===== config.mk =====
export PLATFORM = sky130hd
export DESIGN_NAME = ysyx_25040109_axi_initiator_flat
export DESIGN_NICKNAME = d
export VERILOG_FILES = /design/src/rtl/ysyx_25040109_axi_initiator_if.sv /design/src/rtl/ysyx_25040109_axi_initiator.sv /design/src/flat_wrapper.sv
export SDC_FILE = /design/constraint.sdc
export NUM_CORES = 1
export LEC_CHECK = 0
export ABC_AREA = 1
export BUFFER_PORTS_ARGS = -buffer_cell sky130_fd_sc_hd__buf_2
export CAP_MARGIN = 20
export CORE_AREA = 2 2 116 118
export CTS_CLUSTER_DIAMETER = 120
export CTS_CLUSTER_SIZE = 10
export DETAILED_ROUTE_END_ITERATION = 6
export DIE_AREA = 0 0 118 120
export HOLD_SLACK_MARGIN = 0.08
export PLACE_DENSITY = 0.73
export RECOVER_POWER = 50
export SETUP_SLACK_MARGIN = 0.1
export SLEW_MARGIN = 20
export SYNTH_ARGS = -nofsm -noshare
export SYNTH_HDL_FRONTEND = slang
export SYNTH_SLANG_ARGS = --single-unit

===== constraint.sdc =====
create_clock -name clock -period 9.8 [get_ports clock]
set_clock_uncertainty 0.15 [all_clocks]
set_input_delay 1.47 -clock clock [delete_from_list [all_inputs] [get_ports clock]]
set_output_delay 1.47 -clock clock [all_outputs]
set_load 0.01 [all_outputs]

===== src/rtl/ysyx_25040109_axi_initiator_if.sv =====
// ysyx_25040109_axi_initiator_if: single-beat AXI4 AR/R/AW/W/B bundle; master = initiator, slave = memory responder
interface ysyx_25040109_axi_initiator_if #(parameter int ADDR_W = 32);
    logic              m_arvalid;
    logic              m_arready;
    logic [ADDR_W-1:0] m_araddr;
    logic [3:0]        m_arid;
    logic [7:0]        m_arlen;
    logic [2:0]        m_arsize;
    logic [1:0]        m_arburst;
    logic              m_rvalid;
    logic              m_rready;
    logic [31:0]       m_rdata;
    logic [1:0]        m_rresp;
    logic [3:0]        m_rid;
    logic              m_rlast;
    logic              m_awvalid;
    logic              m_awready;
    logic [ADDR_W-1:0] m_awaddr;
    logic [3:0]        m_awid;
    logic [7:0]        m_awlen;
    logic [2:0]        m_awsize;
    logic [1:0]        m_awburst;
    logic              m_wvalid;
    logic              m_wready;
    logic [31:0]       m_wdata;
    logic [3:0]        m_wstrb;
    logic              m_wlast;
    logic              m_bvalid;
    logic              m_bready;
    logic [1:0]        m_bresp;
    logic [3:0]        m_bid;
    modport master (
        output m_arvalid, m_araddr, m_arid, m_arlen, m_arsize, m_arburst,
        input  m_arready,
        input  m_rvalid, m_rdata, m_rresp, m_rid, m_rlast,
        output m_rready,
        output m_awvalid, m_awaddr, m_awid, m_awlen, m_awsize, m_awburst,
        input  m_awready,
        output m_wvalid, m_wdata, m_wstrb, m_wlast,
        input  m_wready,
        input  m_bvalid, m_bresp, m_bid,
        output m_bready
    );
    modport slave (
        input  m_arvalid, m_araddr, m_arid, m_arlen, m_arsize, m_arburst,
        output m_arready,
        output m_rvalid, m_rdata, m_rresp, m_rid, m_rlast,
        input  m_rready,
        input  m_awvalid, m_awaddr, m_awid, m_awlen, m_awsize, m_awburst,
        output m_awready,
        input  m_wvalid, m_wdata, m_wstrb, m_wlast,
        output m_wready,
        output m_bvalid, m_bresp, m_bid,
        input  m_bready
    );
endinterface


===== src/rtl/ysyx_25040109_axi_initiator.sv =====
// ysyx_25040109_axi_initiator: single-outstanding load/store req/resp to single-beat AXI4 bridge; ports: clock, reset (async high), req_*/resp_* requester side, m = AXI master bundle
module ysyx_25040109_axi_initiator #(
    parameter logic [3:0] AXI_ID = 4'd0,
    parameter int         ADDR_W = 32
) (
    input  logic              clock,
    input  logic              reset,
    input  logic              req_valid,
    output logic              req_ready,
    input  logic              req_wen,
    input  logic [ADDR_W-1:0] req_addr,
    input  logic [2:0]        req_size,
    input  logic [31:0]       req_wdata,
    input  logic [3:0]        req_wstrb,
    output logic              resp_valid,
    input  logic              resp_ready,
    output logic [31:0]       resp_rdata,
    output logic              resp_err,
    ysyx_25040109_axi_initiator_if.master m
);
    typedef enum logic [2:0] {IDLE, RD_AR, RD_R, WR_AWW, WR_B, RESP} state_t;
    state_t            state, state_n;
    logic [ADDR_W-1:0] addr_q;
    logic [2:0]        size_q;
    logic [31:0]       wdata_q;
    logic [3:0]        wstrb_q;
    logic              aw_done, w_done, aw_ok, w_ok;
    assign req_ready   = state == IDLE;
    assign resp_valid  = state == RESP;
    assign m.m_arvalid = state == RD_AR;
    assign m.m_rready  = state == RD_R;
    assign m.m_awvalid = state == WR_AWW && !aw_done;
    assign m.m_wvalid  = state == WR_AWW && !w_done;
    assign m.m_bready  = state == WR_B;
    assign m.m_araddr  = addr_q;
    assign m.m_awaddr  = addr_q;
    assign m.m_arsize  = size_q;
    assign m.m_awsize  = size_q;
    assign m.m_arid    = AXI_ID;
    assign m.m_awid    = AXI_ID;
    assign m.m_arlen   = 8'd0;
    assign m.m_awlen   = 8'd0;
    assign m.m_arburst = 2'b01;
    assign m.m_awburst = 2'b01;
    assign m.m_wdata   = wdata_q;
    assign m.m_wstrb   = wstrb_q;
    assign m.m_wlast   = 1'b1;
    // A channel counts as done once its handshake has happened, this cycle or earlier
    assign aw_ok = aw_done || (m.m_awvalid && m.m_awready);
    assign w_ok  = w_done || (m.m_wvalid && m.m_wready);
    always_comb begin
        state_n = state;
        unique case (state)
            IDLE:    state_n = req_valid ? (req_wen ? WR_AWW : RD_AR) : IDLE;
            RD_AR:   state_n = m.m_arready ? RD_R : RD_AR;
            RD_R:    state_n = m.m_rvalid ? RESP : RD_R;
            WR_AWW:  state_n = (aw_ok && w_ok) ? WR_B : WR_AWW;
            WR_B:    state_n = m.m_bvalid ? RESP : WR_B;
            RESP:    state_n = resp_ready ? IDLE : RESP;
            default: state_n = IDLE;
        endcase
    end
    always_ff @(posedge clock or posedge reset) begin
        if (reset) begin
            state      <= IDLE;
            addr_q     <= '0;
            size_q     <= '0;
            wdata_q    <= '0;
            wstrb_q    <= '0;
            resp_rdata <= '0;
            resp_err   <= 1'b0;
            aw_done    <= 1'b0;
            w_done     <= 1'b0;
        end else begin
            state <= state_n;
            if (req_valid && req_ready) begin
                addr_q  <= req_addr;
                size_q  <= req_size;
                wdata_q <= req_wdata;
                wstrb_q <= req_wstrb;
            end
            if (state == RD_R && m.m_rvalid) begin
                resp_rdata <= m.m_rdata;
                resp_err   <= (m.m_rresp != 2'b00) || (m.m_rid != AXI_ID) || !m.m_rlast;
            end
            if (state == WR_B && m.m_bvalid) begin
                resp_rdata <= '0;
                resp_err   <= (m.m_bresp != 2'b00) || (m.m_bid != AXI_ID);
            end
            // Flags clear on the cycle both channels finish so WR_B starts clean
            if (state == WR_AWW) begin
                aw_done <= aw_ok && !w_ok;
                w_done  <= w_ok && !aw_ok;
            end
        end
    end
endmodule

===== src/flat_wrapper.sv =====
// flat-port wrapper written by rule: the top's interface ports become plain ports
module ysyx_25040109_axi_initiator_flat 
#(
    parameter logic [3:0] AXI_ID = 4'd0,
    parameter int         ADDR_W = 32
)
  (clock, reset, req_valid, req_ready, req_wen, req_addr, req_size, req_wdata, req_wstrb, resp_valid, resp_ready, resp_rdata, resp_err, m_m_arvalid, m_m_araddr, m_m_arid, m_m_arlen, m_m_arsize, m_m_arburst, m_m_arready, m_m_rvalid, m_m_rdata, m_m_rresp, m_m_rid, m_m_rlast, m_m_rready, m_m_awvalid, m_m_awaddr, m_m_awid, m_m_awlen, m_m_awsize, m_m_awburst, m_m_awready, m_m_wvalid, m_m_wdata, m_m_wstrb, m_m_wlast, m_m_wready, m_m_bvalid, m_m_bresp, m_m_bid, m_m_bready);
  ysyx_25040109_axi_initiator_if #(.ADDR_W(ADDR_W)) m_i ();
  input  logic clock;
  input  logic reset;
  input  logic req_valid;
  output logic req_ready;
  input  logic req_wen;
  input  logic [ADDR_W-1:0] req_addr;
  input  logic [2:0] req_size;
  input  logic [31:0] req_wdata;
  input  logic [3:0] req_wstrb;
  output logic resp_valid;
  input  logic resp_ready;
  output logic [31:0] resp_rdata;
  output logic resp_err;
  output wire logic [$bits(m_i.m_arvalid)-1:0] m_m_arvalid;
  output wire logic [$bits(m_i.m_araddr)-1:0] m_m_araddr;
  output wire logic [$bits(m_i.m_arid)-1:0] m_m_arid;
  output wire logic [$bits(m_i.m_arlen)-1:0] m_m_arlen;
  output wire logic [$bits(m_i.m_arsize)-1:0] m_m_arsize;
  output wire logic [$bits(m_i.m_arburst)-1:0] m_m_arburst;
  input wire logic [$bits(m_i.m_arready)-1:0] m_m_arready;
  input wire logic [$bits(m_i.m_rvalid)-1:0] m_m_rvalid;
  input wire logic [$bits(m_i.m_rdata)-1:0] m_m_rdata;
  input wire logic [$bits(m_i.m_rresp)-1:0] m_m_rresp;
  input wire logic [$bits(m_i.m_rid)-1:0] m_m_rid;
  input wire logic [$bits(m_i.m_rlast)-1:0] m_m_rlast;
  output wire logic [$bits(m_i.m_rready)-1:0] m_m_rready;
  output wire logic [$bits(m_i.m_awvalid)-1:0] m_m_awvalid;
  output wire logic [$bits(m_i.m_awaddr)-1:0] m_m_awaddr;
  output wire logic [$bits(m_i.m_awid)-1:0] m_m_awid;
  output wire logic [$bits(m_i.m_awlen)-1:0] m_m_awlen;
  output wire logic [$bits(m_i.m_awsize)-1:0] m_m_awsize;
  output wire logic [$bits(m_i.m_awburst)-1:0] m_m_awburst;
  input wire logic [$bits(m_i.m_awready)-1:0] m_m_awready;
  output wire logic [$bits(m_i.m_wvalid)-1:0] m_m_wvalid;
  output wire logic [$bits(m_i.m_wdata)-1:0] m_m_wdata;
  output wire logic [$bits(m_i.m_wstrb)-1:0] m_m_wstrb;
  output wire logic [$bits(m_i.m_wlast)-1:0] m_m_wlast;
  input wire logic [$bits(m_i.m_wready)-1:0] m_m_wready;
  input wire logic [$bits(m_i.m_bvalid)-1:0] m_m_bvalid;
  input wire logic [$bits(m_i.m_bresp)-1:0] m_m_bresp;
  input wire logic [$bits(m_i.m_bid)-1:0] m_m_bid;
  output wire logic [$bits(m_i.m_bready)-1:0] m_m_bready;
  assign m_m_arvalid = m_i.m_arvalid;
  assign m_m_araddr = m_i.m_araddr;
  assign m_m_arid = m_i.m_arid;
  assign m_m_arlen = m_i.m_arlen;
  assign m_m_arsize = m_i.m_arsize;
  assign m_m_arburst = m_i.m_arburst;
  assign m_i.m_arready = m_m_arready;
  assign m_i.m_rvalid = m_m_rvalid;
  assign m_i.m_rdata = m_m_rdata;
  assign m_i.m_rresp = m_m_rresp;
  assign m_i.m_rid = m_m_rid;
  assign m_i.m_rlast = m_m_rlast;
  assign m_m_rready = m_i.m_rready;
  assign m_m_awvalid = m_i.m_awvalid;
  assign m_m_awaddr = m_i.m_awaddr;
  assign m_m_awid = m_i.m_awid;
  assign m_m_awlen = m_i.m_awlen;
  assign m_m_awsize = m_i.m_awsize;
  assign m_m_awburst = m_i.m_awburst;
  assign m_i.m_awready = m_m_awready;
  assign m_m_wvalid = m_i.m_wvalid;
  assign m_m_wdata = m_i.m_wdata;
  assign m_m_wstrb = m_i.m_wstrb;
  assign m_m_wlast = m_i.m_wlast;
  assign m_i.m_wready = m_m_wready;
  assign m_i.m_bvalid = m_m_bvalid;
  assign m_i.m_bresp = m_m_bresp;
  assign m_i.m_bid = m_m_bid;
  assign m_m_bready = m_i.m_bready;
  ysyx_25040109_axi_initiator #(.AXI_ID(AXI_ID), .ADDR_W(ADDR_W)) u_core (.clock(clock), .reset(reset), .req_valid(req_valid), .req_ready(req_ready), .req_wen(req_wen), .req_addr(req_addr), .req_size(req_size), .req_wdata(req_wdata), .req_wstrb(req_wstrb), .resp_valid(resp_valid), .resp_ready(resp_ready), .resp_rdata(resp_rdata), .resp_err(resp_err), .m(m_i));
endmodule

# [Word level (Yosys, flattened, before mapping)]
# Index checks and enable logic that the tools add are counted.
[word_totals] inputBits=126 elab_cells=52 ff_bits=109 out_inout_bits=175
[op_classes] n_mux=12 reduce_logical=26 eq_ne=5
[ops] cell="$mux 32" n=2
[ops] cell="$pmux 3 s6" n=1
[ops] cell="$mux 3" n=4
[ops] cell="$logic_and 1x1->1" n=10
[ops] cell="$reduce_bool 4->1" n=2
[ops] cell="$eq 3x2->1 const B" n=2
[ops] cell="$eq 3x3->1 const B" n=2
[ops] cell="$reduce_bool 2->1" n=3
[ops] cell="$logic_not 1->1" n=5
[ops] cell="$logic_or 1x1->1" n=5
[ops] cell="$mux 2" n=2
[ops] cell="$eq 3x1->1 const B" n=1
[ops] cell="$logic_not 3->1" n=1
[ops] cell="$mux 1" n=3

# [Depth between registers and ports, before layout]
[depth] ltp_word=7 ltp_mapped=7

# [Least setup slack after synthesis]
# Ideal clock, no wire load.
[synth_path] path_type="register to output" from="register u_core.state[2]" to="output m_m_awvalid" stages_incl_launch_ff=5 path_slack_ps=7287 t_arrival_ps=893 t_required_ps=8180 path_cell_list="dfrtp_1 buf_6 nor2_2 inv_2 nor2_1"
[synth_between] elab_chain_cells=2
[synth_rtl] item="start: declaration" line="ysyx_25040109_axi_initiator.sv:22" source="state_t state, state_n;"
[synth_rtl] item="start signal: assignment" line="ysyx_25040109_axi_initiator.sv:75" source="state <= state_n;"
[synth_rtl] item="$eq 3x2->1" line="ysyx_25040109_axi_initiator.sv:32" source="assign m.m_awvalid = state == WR_AWW && !aw_done;"
[synth_rtl] item="$logic_and 1x1->1" line="ysyx_25040109_axi_initiator.sv:32"
[synth_rtl] item="end: declaration" line="flat_wrapper.sv:35" source="output wire logic [$bits(m_i.m_awvalid)-1:0] m_m_awvalid;"
# No other way between the ends.

# [Final worst setup path]
[layout_path] from="input m_m_rvalid" to="register u_core.resp_rdata[23]"
[layout_between] elab_chain_cells=2
[layout_rtl] item="start: declaration" line="flat_wrapper.sv:29" source="input wire logic [$bits(m_i.m_rvalid)-1:0] m_m_rvalid;"
[layout_rtl] item="$logic_and 1x1->1" line="ysyx_25040109_axi_initiator.sv:82" source="if (state == RD_R && m.m_rvalid) begin"
[layout_rtl] item="$reduce_bool 2->1 (no source line)"
[layout_rtl] item="end signal: assignment" line="ysyx_25040109_axi_initiator.sv:83" source="resp_rdata <= m.m_rdata;"
[layout_rtl] item="end: declaration" line="ysyx_25040109_axi_initiator.sv:17" source="output logic [31:0] resp_rdata,"
# No other way between the ends.
# A chain may end at the register's enable or synchronous reset.

==> metrics.md <==
| Metric | Value |
|---|---|
| FF-to-FF Start | `u_core.state[2]$_DFF_PP0_` |
| Status | `finished, violations left` |
| Final Cycle Share | `0.3779` |
| Yosys reg bits | `109` |
| Crit-path slowest cell | `inv_2` |
| Slew HR | `-0.4505` |
| CTS Buffer Depth | `2` |
| Multi-input combinational cell area | `1386 um^2` |
| Fin crit period | `3.703 ns` |
| Top cells by instance count after synthesis | `152 x nand2_1, 109 x dfrtp_1, 84 x inv_1` |
| Iter 0 DRT Violations | `250` |
| Power Density | `299.8 nW/um^2` |
| Final setup fails | `0` |
| Synthesized instance count | `a little under 600` |
| Clk Latency, worst-skew pair | `0.34 ns` |
| Synth Flop Type | `dfrtp_1` |
| Layout area overhead | `22.55%` |
| Die area | `14,160 um^2` |
| Yosys warnings | `0` |
| Hold Crit Start | `u_core.m.m_wdata[10]$_DFFE_PP0P_` |
| Top cells by area, synth | `dfrtp_1 54%, nand2_1 11%, buf_4 10%` |
| Static leakage | `3.481 nW` |
| Async S/R FF share, synth | `1.000` |
| Worst setup path category | `in2reg` |
| Avg Cell Area, Syn | `a little under 9 um^2` |
| Share of layout cells above drive strength 1 | `0.2192` |
| Most Crowded Layer GR | `met2` |
| Most common cell in the netlist | `nand2_1` |
| Rows | `42` |
| CTS buffer count | `9` |
| Grt met2 use | `0.2831` |
| Port bufs | `around 270` |
| Vias | `4,188` |
| Die height | `120 um` |
| Vias per cell | `4.273` |
| Vias in the first global route | `3,816` |
| Register area share after synthesis | `0.5439` |
| M3 GR Usage | `0.04563` |
| Wire per inst | `12.77 um` |
| Final hold vios | `0` |
| HP Class | `reg2reg` |
| CP max stage delay | `0.98 ns` |
| Fillers | `about 1,400` |
| Drt drc | `0` |
| H-tree depth | `3` |
| Cts hold-fix bufs | `0` |
| Critical-path cell list | `buf_2 > nand3_1 > inv_2 > nand2_1 > nand2_1` |
| Post-CTS sizing | `0` |
| Buffers plus inverters on the worst setup path | `2` |
| Failing checks | `capacitance limit, slew limit` |
| Cell mode on critical path | `nand2_1` |
| M1 GR Usage | `0.2193` |
| Post-layout util | `0.4735` |
| GP Congestion | `approximately 0.8` |
| Synthesized cell area | `5015 um^2` |
| Crit start category | `input port` |
| Global-route usage over all layers | `0.1740` |
| Slew Viols, Final | `52` |
| Worst-path maximum fanout | `36` |
| # clock sinks | `109` |
| Share of the synthesized area in the top cell type | `0.5439` |
| CP arrival | `3.83 ns` |
| Final setup TNS | `0 ns` |
| Total grt overflow | `0` |
| Number of flops mapped to enable cells by yosys | `0` |
| Final #Nets | `927` |
| Total power draw | `1.842 mW` |
| Pin count of the biggest net entering global routing | `123` |
| Post-CTS Setup Bufs | `0` |
| Routed Antenna Nets | `0` |
| Crit path max-delay family | `simple AND/OR/NAND/NOR gates` |
| Core area | `between 10,000 and 15,000 um^2` |
| Initial antenna violation count | `1` |
| Die W | `approximately 120 um` |
| Max rail drop VDD | `approximately 190 uV` |
| CTS tree | `built` |
| RSZ-0062 raised after global routing | `false` |
| Worst setup startpoint | `m_m_rvalid` |
| Clock root buffer | `clkbuf_16` |
| CP endpoint kind | `flip-flop` |
| First-pass GRT wire length | `19,420 um` |
| Post-synth top area cell | `dfrtp_1` |
| Ports | `301` |
| Fmax | `270.0 MHz` |
| Reg area | `2728 um^2` |
| WP data required | `9.93 ns` |
| Unique cell type count in the Yosys netlist | `23` |
| TritonRoute pass-1 iters | `4` |
| Max_cap viols | `1` |
| Routed Wire Length | `~13,000 um` |
| Clock slew at reported path FFs | `0.07 ns` |
| Initial Util | `0.3864` |
| Worst slew pin tran | `roughly 2.2 ns` |
| Post-DP HPWL | `9069 um` |
==> worst paths after layout <==
kind / end / slack (ns) / depth (start not counted)
max: u_core.resp_rdata[23]$_DFFE_PP0P_ / 6.10 / 5
min: u_core.m.m_wdata[10]$_DFFE_PP0P_ / 0.33 / 2
max reg2reg: u_core.resp_rdata[23]$_DFFE_PP0P_ / 6.60 / 5
min reg2reg: u_core.m.m_wdata[10]$_DFFE_PP0P_ / 0.33 / 2
max in group asynchronous: u_core.m.m_wdata[9]$_DFFE_PP0P_ / 6.37 / 3
min in group asynchronous: u_core.m.m_wdata[26]$_DFFE_PP0P_ / 1.53 / 2
==> layout by cell type, fill, tap and decap left out, types with 4 or more instances in the layout <==
| cell | instances |
|---|---|
| o21ai_1 | 14 |
| conb_1 | 29 |
| dfrtp_1 | 109 |
| inv_1 | 83 |
| nand2_1 | 152 |
| clkbuf_16 | 9 |
| nand3_1 | 43 |
| o21ai_0 | 57 |
| nor2_1 | 13 |
| clkbuf_1 | 120 |
| buf_2 | 152 |
| inv_2 | 4 |
==> state kept, by name, indices dropped and copies added (netlist names) <==
name / flops
u_core.resp_err: 1
u_core.m.m_wdata: 32
u_core.state: 3
u_core.resp_rdata: 32
u_core.m.m_arsize: 3
u_core.m.m_wstrb: 4
u_core.aw_done: 1
u_core.m.m_araddr: 32
u_core.w_done: 1
==> stage by stage <==
stage / setup WS [ns] / hold slack, ns / std cells / instance area (um^2)
floorplan: 5.306 / 0.3660 / 606 / 5116
global placement: 6.689 / 0.3109 / 966 / 6063
detailed placement: 6.619 / 0.3177 / 966 / 6063
CTS: 6.725 / 0.3343 / 979 / 6319
global route: 5.881 / 0.3520 / 980 / 6146
finish: 6.097 / 0.3346 / 980 / 6146
==> worst reg2reg max path, cell delays in order, from the launching register on <==
cell and delay (ns):
dfrtp_1 0.52, nor2_4 0.18, nand3_1 0.99, inv_2 0.98
nand2_1 0.21, nand2_1 0.11
==> kinds of logic after synthesis <==
| kind of cell | after synthesis | synth area share |
|---|---|---|
| simple gates | 218 | 0.1846 |
| buf+inv | 177 | 0.1964 |
| flops | 109 | 0.5439 |
| compound gates | 73 | 0.07360 |
| other cells | 2 | 0.001498 |
==> power by group <==
part,switching (mW),internal (mW)
registers,0.138,0.653
clock network,0.155,0.175
logic,0.467,0.254
==> per-layer routing <==
metal	vias up	part of all wire
li1	2115	-
met1	1883	0.43
met2	167	0.48
met3	23	0.065
met4	0	0.024
met5	-	0
==> layout make-up <==
type | count | share of cell area
Antenna cell | 1 | 0.0004072
Clock buffer | 11 | 0.03950
Clock inverter | 2 | 0.002036
Inverter | 88 | 0.05395
Multi-Input combinational cell | 320 | 0.2256
Sequential cell | 109 | 0.4438
Tap cell | 176 | 0.03583
Timing Repair Buffer | 273 | 0.1989
Note: power is estimated with default switching activity, not from simulation.
